<file path="config.mk">
export PLATFORM = sky130hd
export DESIGN_NAME = muldiv_ctrl
export DESIGN_NICKNAME = d
export VERILOG_FILES = /design/src/rtl/muldiv_ctrl.sv
export SDC_FILE = /design/constraint.sdc
export NUM_CORES = 1
export LEC_CHECK = 0
export CAP_MARGIN = 20
export CORE_ASPECT_RATIO = 0.8
export CORE_UTILIZATION = 56
export DETAILED_ROUTE_END_ITERATION = 8
export PLACE_DENSITY = 0.86
export REMOVE_ABC_BUFFERS = 1
export SLEW_MARGIN = 10
export SYNTH_ARGS = -nofsm -noshare
export SYNTH_HDL_FRONTEND = slang
export SYNTH_SLANG_ARGS = --single-unit
</file>
<file path="constraint.sdc">
create_clock -name clk -period 7.3 [get_ports clk]
set_input_delay 1.095 -clock clk [delete_from_list [all_inputs] [get_ports clk]]
set_output_delay 1.095 -clock clk [all_outputs]
set_load 0.005 [all_outputs]
</file>
<file path="src/rtl/muldiv_ctrl.sv">
// Multi-cycle multu/divu unit with HI/LO registers and ID-stage stall generation.
// Define MULDIV_DIV_EN to include the restoring divider; without it divu is an unrelated instruction.
module muldiv_ctrl #(
   parameter int MUL_CYCLES = 32
) (
   input  logic        clk,
   input  logic        rst,
   input  logic        valid,
   input  logic [31:0] instr,
   input  logic [31:0] rs_val,
   input  logic [31:0] rt_val,
   output logic        stall,
   output logic        busy,
   output logic        done,
   output logic [31:0] hi,
   output logic [31:0] lo
);

   localparam logic [4:0] LAST_CNT = 5'(MUL_CYCLES - 1);

`ifdef MULDIV_DIV_EN
   typedef enum logic [1:0] {IDLE = 2'd0, MUL = 2'd1, DIV = 2'd2, DONE = 2'd3} state_t;
`else
   typedef enum logic [1:0] {IDLE = 2'd0, MUL = 2'd1, DONE = 2'd3} state_t;
`endif

   state_t      state_q, state_d;
   logic [4:0]  count_q, count_d;
   logic [63:0] acc_q, acc_d;
   logic [31:0] opb_q, opb_d;
   logic [31:0] hi_q, hi_d;
   logic [31:0] lo_q, lo_d;
   logic        busy_q, busy_d;
   logic        done_q, done_d;

   logic is_special, is_multu, is_mfhi, is_mthi, is_mflo, is_mtlo, is_related;
   logic is_divu;
   logic unused_instr;

   // Accumulator holds {partial product high, remaining multiplier bits}.
   function automatic logic [63:0] mul_step(input logic [63:0] acc, input logic [31:0] mcand);
      logic [32:0] sum;
      sum = {1'b0, acc[63:32]} + (acc[0] ? {1'b0, mcand} : 33'd0);
      return {sum, acc[31:1]};
   endfunction

`ifdef MULDIV_DIV_EN
   // Accumulator holds {partial remainder, dividend bits shifting out / quotient bits shifting in}.
   function automatic logic [63:0] div_step(input logic [63:0] acc, input logic [31:0] dvsr);
      logic [32:0] cand;
      logic [32:0] trial;
      cand  = {acc[63:32], acc[31]};
      trial = cand - {1'b0, dvsr};
      if (!trial[32]) begin
         return {trial[31:0], acc[30:0], 1'b1};
      end
      return {cand[31:0], acc[30:0], 1'b0};
   endfunction
`endif

   assign is_special = (instr[31:26] == 6'd0);
   assign is_multu   = is_special && (instr[5:0] == 6'd25);
   assign is_mfhi    = is_special && (instr[5:0] == 6'd16);
   assign is_mthi    = is_special && (instr[5:0] == 6'd17);
   assign is_mflo    = is_special && (instr[5:0] == 6'd18);
   assign is_mtlo    = is_special && (instr[5:0] == 6'd19);
`ifdef MULDIV_DIV_EN
   assign is_divu    = is_special && (instr[5:0] == 6'd27);
`else
   assign is_divu    = 1'b0;
`endif
   assign is_related   = is_multu | is_divu | is_mfhi | is_mthi | is_mflo | is_mtlo;
   assign unused_instr = ^instr[25:6];

   always_comb begin
      state_d = state_q;
      count_d = count_q;
      acc_d   = acc_q;
      opb_d   = opb_q;
      hi_d    = hi_q;
      lo_d    = lo_q;
      busy_d  = busy_q;
      done_d  = 1'b0;
      case (state_q)
         IDLE: begin
            if (valid) begin
               if (is_multu) begin
                  acc_d   = {32'd0, rt_val};
                  opb_d   = rs_val;
                  count_d = 5'd0;
                  busy_d  = 1'b1;
                  state_d = MUL;
`ifdef MULDIV_DIV_EN
               end else if (is_divu) begin
                  acc_d   = {32'd0, rs_val};
                  opb_d   = rt_val;
                  count_d = 5'd0;
                  busy_d  = 1'b1;
                  state_d = DIV;
`endif
               end else if (is_mthi) begin
                  hi_d = rs_val;
               end else if (is_mtlo) begin
                  lo_d = rs_val;
               end
            end
         end
         MUL: begin
            acc_d   = mul_step(acc_q, opb_q);
            count_d = count_q + 5'd1;
            if (count_q == LAST_CNT) begin
               state_d = DONE;
               done_d  = 1'b1;
            end
         end
`ifdef MULDIV_DIV_EN
         DIV: begin
            acc_d   = div_step(acc_q, opb_q);
            count_d = count_q + 5'd1;
            if (count_q == LAST_CNT) begin
               state_d = DONE;
               done_d  = 1'b1;
            end
         end
`endif
         DONE: begin
            hi_d    = acc_q[63:32];
            lo_d    = acc_q[31:0];
            busy_d  = 1'b0;
            state_d = IDLE;
         end
         default: state_d = IDLE;
      endcase
   end

   always_ff @(posedge clk) begin
      if (rst) begin
         state_q <= IDLE;
         count_q <= 5'd0;
         acc_q   <= 64'd0;
         hi_q    <= 32'd0;
         lo_q    <= 32'd0;
         busy_q  <= 1'b0;
         done_q  <= 1'b0;
      end else begin
         state_q <= state_d;
         count_q <= count_d;
         acc_q   <= acc_d;
         hi_q    <= hi_d;
         lo_q    <= lo_d;
         busy_q  <= busy_d;
         done_q  <= done_d;
      end
      opb_q <= opb_d;
   end

   assign stall = valid && (state_q != IDLE) && is_related;
   assign busy  = busy_q;
   assign done  = done_q;
   assign hi    = hi_q;
   assign lo    = lo_q;

endmodule
</file>
==> results of run 1 <==
[worst paths after layout]
path                                from                      to  slack [ns]  cells after the start
hold reg to reg   acc_q[12]$_SDFFE_PP0P_  acc_q[11]$_SDFFE_PP0P_        0.47                      2
hold / removal    acc_q[12]$_SDFFE_PP0P_  acc_q[11]$_SDFFE_PP0P_        0.47                      2
setup reg to reg   acc_q[0]$_SDFFE_PP0P_  acc_q[61]$_SDFFE_PP0P_        4.02                     11
setup / recovery               instr[27]                   stall        3.36                      5
[power groups by stage]
stage / Clock (mW) / Sequential, mW / Combinational, mW
after floorplan: 0 / 0.970 / 0.0186
after global placement: 0 / 0.970 / 0.0792
after detailed placement: 0 / 0.970 / 0.0794
after CTS: 0.825 / 0.950 / 0.0802
after global routing: 0.870 / 0.949 / 0.0867
final: 0.820 / 0.950 / 0.0802
[cell usage after synthesis (3+ instances only)]
master and n:
xor2_1 9, a21oi_1 131, o21ai_1 17, a21o_1 12, dfxtp_1 137, nor2_1 103
nor2b_1 5, edfxtp_1 32, ha_1 34, a32o_1 3, nand4_1 7, o31ai_1 4
a22oi_1 48, inv_1 11, or3_1 3, nand3_1 16, o21ai_0 8, a211oi_1 66
o21bai_1 3, clkbuf_1 56, nor3_1 9, and3_1 6, nand2b_1 8, nand2_1 73
and2_1 67, buf_2 4, nor4_1 3, xnor2_1 14
[per-layer routing]
layer	vias up	global-route usage, %
met1	3449	38.7
met5	-	0
met4	0	7.25
met2	247	43.3
met3	22	6.70
li1	3633	-
[layout by cell type (no fill, tap or decap), types with 3 or more instances in the layout]
cell	n
a211oi_1	66
a21o_1	12
a21oi_1	131
a22oi_1	48
a32o_1	3
and2_1	66
and3_1	6
buf_4	11
clkbuf_1	4
clkbuf_16	18
clkdlybuf4s50_1	144
clkinv_2	7
dfxtp_1	137
edfxtp_1	32
ha_1	34
inv_1	11
nand2_1	73
nand2b_1	8
nand3_1	16
nand4_1	7
nor2_1	102
nor2b_1	4
nor3_1	9
nor4_1	3
o21ai_0	8
o21ai_1	16
o31ai_1	4
or3_1	3
xnor2_1	14
xor2_1	9
[through the flow]
step / std cells / total power, mW / hold slack, ns / util [%]
detailed placement: 1211 / 1.05 / 0.460 / 68.5
global route: 1243 / 1.91 / 0.495 / 72.2
global placement: 1211 / 1.05 / 0.452 / 68.5
floorplan: 872 / 0.989 / 0.439 / -
finish: 1243 / 1.85 / 0.466 / 72.2
CTS: 1243 / 1.85 / 0.470 / 72.2
[critical path: stages]
cell and delay, ns:
clkdlybuf4s50_1 0.41, nor4_1 0.26, nand4_1 0.26, a211oi_1 0.28, clkdlybuf4s50_1 0.54
[cell families (layout without fill, tap and decap cells)]
logic type | Yosys count | in the layout | synth area share [%]
muxes | 1 | 1 | 0.122
AOI/OAI and AO/OA | 325 | 325 | 25.9
xor gates and xnor gates | 23 | 23 | 2.45
adders and majority gates | 35 | 35 | 5.41
and+or+nand+nor | 306 | 306 | 17.7
DFF | 169 | 169 | 45.0
buffers and inverters | 74 | 200 | 3.43
[layout make-up]
cell class	count	area, µm²
multi-input combinational	690	4290
inverter	13	48.8
clock inverter	9	48.8
sequential	169	3700
timing repair buffer	155	1520
fill	1113	3970
clock buffer	23	479
tap	184	230
[flip-flops by register name, indices dropped and copies added, names as in the netlist]
signal,cells
hi,32
opb_q,32
busy,1
state_q,2
acc_q,64
done,1
lo,32
count_q,5
==> summary.txt, run 1 <==
Psw -> 0.394 mW
Mean Syn Cell Area -> 8.82 µm²
vias in the first global route -> 6,956
design area -> 10,300 µm²
max-cap violations -> 0
pin count of the biggest net entering global routing -> 65
crit end category -> primary output
Core Area -> 14,300 µm²
share of post-route cells with drive strength above 1 -> 5.57%
RePlAce Congestion -> 0.926
Flop pwr share -> 51.3%
top-area cell type share of the netlist area -> 33.3%
Yosys cell types -> 60
Req. time, crit path -> 6.20 ns
wire length per cell -> 16.7 µm
outcome -> finished clean
Switching Fraction -> 21.3%
cts bufs inserted -> 17
Area contributors post-synth -> dfxtp_1 33%, edfxtp_1 12%, a21oi_1 8.0%
Final Hold Viols -> 0
sequential cell area fraction in the yosys report -> 45.0%
diode count -> 0
DR pass1 iterations -> 5
first-pass GRT wire length -> 33.5 mm
clock network fraction of total power -> 44.3%
clk_skew -> 0.00863 ns
H-Tree Depth -> 4
worst-skew pair later-pin latency -> 0.43 ns
DR vias -> 7,351
wl on met1 -> 9.74 mm
grt total ovfl -> 0
chip width -> 138 µm
Boundary Pins -> 166
row count -> 39
Worst EP arrival -> 2.85 ns
PostCTS Resize Cnt -> 0
Via density -> 5.91
register bit total from synthesis -> 169
Final WS setup -> 3.36 ns
Post-CTS Setup Bufs -> 0
I/O Buffers -> 145
dominant cell type by area after synthesis -> dfxtp_1
die area -> 15,200 µm²
Area Growth Syn to Fin -> 25.4%
final wirelength -> 20.8 mm
die height -> 110 µm
Area after DPL -> 9800 µm²
Clock transition at path regs -> 0.06 ns
WL met3 -> 1.28 mm
met2 WL post-DR -> 9.54 mm
Post-synth EDFFs -> 32
Internal -> 1.46 mW
Crit Path Max Fanout -> 4
Total GRT Usage -> 27.9%
count of final max-slew check failures -> 0
pre-CTS setup slack -> 3.23 ns
initial DRC count -> 542
setup_tns -> 0 ns
pwr dens -> 179 nW/µm²
CTS root buffer -> clkbuf_16
initial antenna violation count -> 0
TritonCTS clock tree -> built
CTS Sinks -> 169
highest metal used -> met4
Synth async-reset ratio -> 0%
post-layout min period -> 3.94 ns
Leak -> 3.70 nW
nature of the critical path startpoint -> input port
power share of the combinational group -> 4.3%
Worst Setup Path Type -> in -> out
Syn Std Cell Area -> 8230 µm²
Mapped Cells -> 933
RSZ-0062 raised after global routing -> false
Max VDD drop -> 0.177 mV
Max-slew headroom -> 33.1%
Final HPWL DP -> 13.6 mm
hold_buf cts -> 0
Synth Flop Type -> dfxtp_1
Hold Path Class -> reg -> reg
measured slew at the worst slew-check pin -> 1.00 ns
final period utilization -> 54.0%
drc violations -> 0
Final #Nets -> 1,180
Routed Antenna Nets -> 0
Warnings, synthesis -> 0
clock buffer depth -> 2
Fmax achieved -> 254 MHz
final setup vio count -> 0
Starting Density -> 57.6%
Note: power is estimated with default switching activity, not from simulation.
==> inputs of run 2 (changes only) <==
--- a/config.mk
+++ b/config.mk
@@ -7,9 +7,9 @@
 export LEC_CHECK = 0
 export CAP_MARGIN = 20
 export CORE_ASPECT_RATIO = 0.8
-export CORE_UTILIZATION = 56
+export CORE_UTILIZATION = 52
 export DETAILED_ROUTE_END_ITERATION = 8
-export PLACE_DENSITY = 0.86
+export PLACE_DENSITY = 0.81
 export REMOVE_ABC_BUFFERS = 1
 export SLEW_MARGIN = 10
 export SYNTH_ARGS = -nofsm -noshare
==> constraint.sdc (replaced) <==
create_clock -name clk -period 4.15 [get_ports clk]
set_input_delay 0.6225 -clock clk [delete_from_list [all_inputs] [get_ports clk]]
set_output_delay 0.6225 -clock clk [all_outputs]
set_load 0.005 [all_outputs]
==> summary.txt, run 2 (synthesized netlist as in run 1, its figures left out) <==
chip width -> 143 µm (was 138 µm)
Boundary Pins -> 166 (unchanged)
final setup vio count -> 0 (unchanged)
Max stage delay on crit path -> 0.49 ns (was 0.54 ns)
Starting Density -> 53.9% (was 57.6%)
count of final max-slew check failures -> 0 (unchanged)
wire length per cell -> 16.5 µm (was 16.7 µm)
TritonCTS clock tree -> built (unchanged)
Routed Antenna Nets -> 0 (unchanged)
DR pass1 iterations -> 5 (unchanged)
max reg flops -> 64 (unchanged)
row count -> 40 (was 39)
Top reg by flops -> acc_q (unchanged)
initial antenna violation count -> 0 (unchanged)
clock buffer depth -> 2 (unchanged)
nature of the critical path startpoint -> register (was input port)
vias in the first global route -> 6,920 (was 6,956)
CP most frequent cell -> o21ai_1 (was clkdlybuf4s50_1)
H-Tree Depth -> 4 (unchanged)
Crit Path Max Fanout -> 5 (was 4)
die height -> 115 µm (was 110 µm)
Switching Fraction -> 20.5% (was 21.3%)
I/O Buffers -> 145 (unchanged)
Final WS setup -> 0.947 ns (was 3.36 ns)
Area after DPL -> 9880 µm² (was 9800 µm²)
Area Growth Syn to Fin -> 26.9% (was 25.4%)
Reg2Reg Depth -> 12 (was 11)
pwr dens -> 321 nW/µm² (was 179 nW/µm²)
measured slew at the worst slew-check pin -> 0.907 ns (was 1.00 ns)
Core Area -> 15,300 µm² (was 14,300 µm²)
Via density -> 5.77 (was 5.91)
Req. time, crit path -> 4.47 ns (was 6.20 ns)
Psw -> 0.688 mW (was 0.394 mW)
first-pass GRT wire length -> 33.9 mm (was 33.5 mm)
Post-CTS Setup Bufs -> 0 (unchanged)
Leak -> 3.72 nW (was 3.70 nW)
worst hold stages -> 2 (unchanged)
diode count -> 0 (unchanged)
Hold Path Class -> reg -> reg (unchanged)
crit-path cells -> and2_1 -> ha_1 -> inv_1 -> fa_1 -> nor2b_1 -> o21ai_1 -> a21oi_2 -> o21ai_1 -> a2111oi_4 -> o2111ai_1 -> a21o_1 -> a32o_1 (was clkdlybuf4s50_1 -> nor4_1 -> nand4_1 -> a211oi_1 -> clkdlybuf4s50_1)
PostCTS Resize Cnt -> 0 (unchanged)
final period utilization -> 77.2%
power share of the combinational group -> 4.2% (was 4.3%)
CTS root buffer -> clkbuf_16 (unchanged)
pin count of the biggest net entering global routing -> 76 (was 65)
Internal -> 2.66 mW (was 1.46 mW)
worst-skew pair later-pin latency -> 0.43 ns (about the same)
max-cap violations -> 0 (unchanged)
Final #Nets -> 1,181 (was 1,180)
clock network fraction of total power -> 45.9% (was 44.3%)
outcome -> finished clean (unchanged)
Final Hold Viols -> 0 (unchanged)
RSZ-0062 raised after global routing -> false (unchanged)
Worst path depth -> 12 (was 5)
most frequent cells in the layout -> 144 x clkdlybuf4s50_1, 137 x dfxtp_1, 131 x a21oi_1, 102 x nor2_1, 73 x nand2_1 (unchanged)
pre-CTS setup slack -> 0.956 ns (was 3.23 ns)
Clock transition at path regs -> 0.07 ns (was 0.06 ns)
initial DRC count -> 499 (was 542)
cts bufs inserted -> 17 (unchanged)
hold_buf cts -> 0 (unchanged)
WP buf/inv -> 1 (was 2)
design area -> 10,400 µm² (was 10,300 µm²)
clk_skew -> 0.0106 ns (was 0.00863 ns)
post-layout min period -> 3.20 ns
Final HPWL DP -> 14.0 mm (was 13.6 mm)
Flop pwr share -> 49.8% (was 51.3%)
final wirelength -> 20.9 mm (was 20.8 mm)
grt total ovfl -> 0 (unchanged)
Fmax achieved -> 312 MHz
RePlAce Congestion -> 0.910 (was 0.926)
crit end category -> register (was primary output)
Worst path slowest cell -> a2111oi_4 (was clkdlybuf4s50_1)
Max VDD drop -> 0.321 mV (was 0.177 mV)
Total GRT Usage -> 26.5% (was 27.9%)
Max-slew headroom -> 39.3% (was 33.1%)
CTS Sinks -> 169 (unchanged)
CP top delay family -> compound AO/OA/AOI/OAI gates (was buffers and inverters)
DR vias -> 7,331 (was 7,351)
Worst EP arrival -> 3.53 ns (was 2.85 ns)
die area -> 16,300 µm² (was 15,200 µm²)
share of post-route cells with drive strength above 1 -> 5.47% (was 5.57%)
commonest non-fill, non-tap cell in the layout -> clkdlybuf4s50_1 (unchanged)
drc violations -> 0 (unchanged)
Worst Setup Path Type -> reg -> reg (was in -> out)
==> run 2: changes by cell type in the layout (fill, tap and decap cells not counted), sizes merged <==
cell | previous run | this run
buf | 11 | 12
clkbuf | 23 | 26
inv | 14 | 13
clkinvlp | 1 | 2
clkinv | 7 | 3
bufinv | 0 | 1
==> run 2: routing by layer <==
metal  routed length [µm]  track usage, %
met1                10100            36.9
met2                 9500            41.2
met3                 1130            5.27
met4                  239            8.96
met5                    0               0
==> run 2: layout make-up <==
| type | instances | area (µm²) |
|---|---|---|
| fill | 1269 | 4820 |
| multi-input combinational | 690 | 4290 |
| sequential | 169 | 3700 |
| timing repair buffer | 156 | 1570 |
| clock buffer | 26 | 512 |
| tap | 210 | 263 |
| clock inverter | 6 | 60.1 |
| inverter | 13 | 48.8 |
==> run 2: path summary, 6_finish.rpt <==
check,start,endpoint,slack (ns)
worst min-delay path,acc_q[47]$_SDFFE_PP0P_,acc_q[47]$_SDFFE_PP0P_,0.47
worst max register to register,acc_q[0]$_SDFFE_PP0P_,acc_q[59]$_SDFFE_PP0P_,0.95
worst max-delay path,acc_q[0]$_SDFFE_PP0P_,acc_q[59]$_SDFFE_PP0P_,0.95
worst min register to register,acc_q[47]$_SDFFE_PP0P_,acc_q[47]$_SDFFE_PP0P_,0.47
==> run 2: power by group through the flow <==
| stage | clock (mW) | sequential, mW | combinational [mW] |
|---|---|---|---|
| final | 1.54 | 1.67 | 0.142 |
| after global routing | 1.63 | 1.67 | 0.153 |
| after CTS | 1.55 | 1.67 | 0.141 |
| after detailed placement | 0 | 1.71 | 0.139 |
| after global placement | 0 | 1.71 | 0.140 |
| after floorplan | 0 | 1.71 | 0.0327 |
==> run 2: worst min-delay path, cell delays in order (launching register included) <==
cell and delay, ns:
dfxtp_1 0.33, nand2_1 0.05, o21ai_1 0.05
==> run 2: per-stage QoR <==
| step | TNS (ns) | util [%] | power (mW) | hold WS, ns | cells |
|---|---|---|---|---|---|
| after floorplan | -11.09 | - | 1.74 | 0.439 | 872 |
| after global placement | 0 | 64.7 | 1.85 | 0.459 | 1238 |
| after detailed placement | 0 | 64.7 | 1.85 | 0.462 | 1238 |
| after CTS | 0 | 68.5 | 3.37 | 0.473 | 1270 |
| after global routing | 0 | 68.5 | 3.45 | 0.495 | 1270 |
| final | 0 | 68.5 | 3.35 | 0.468 | 1270 |
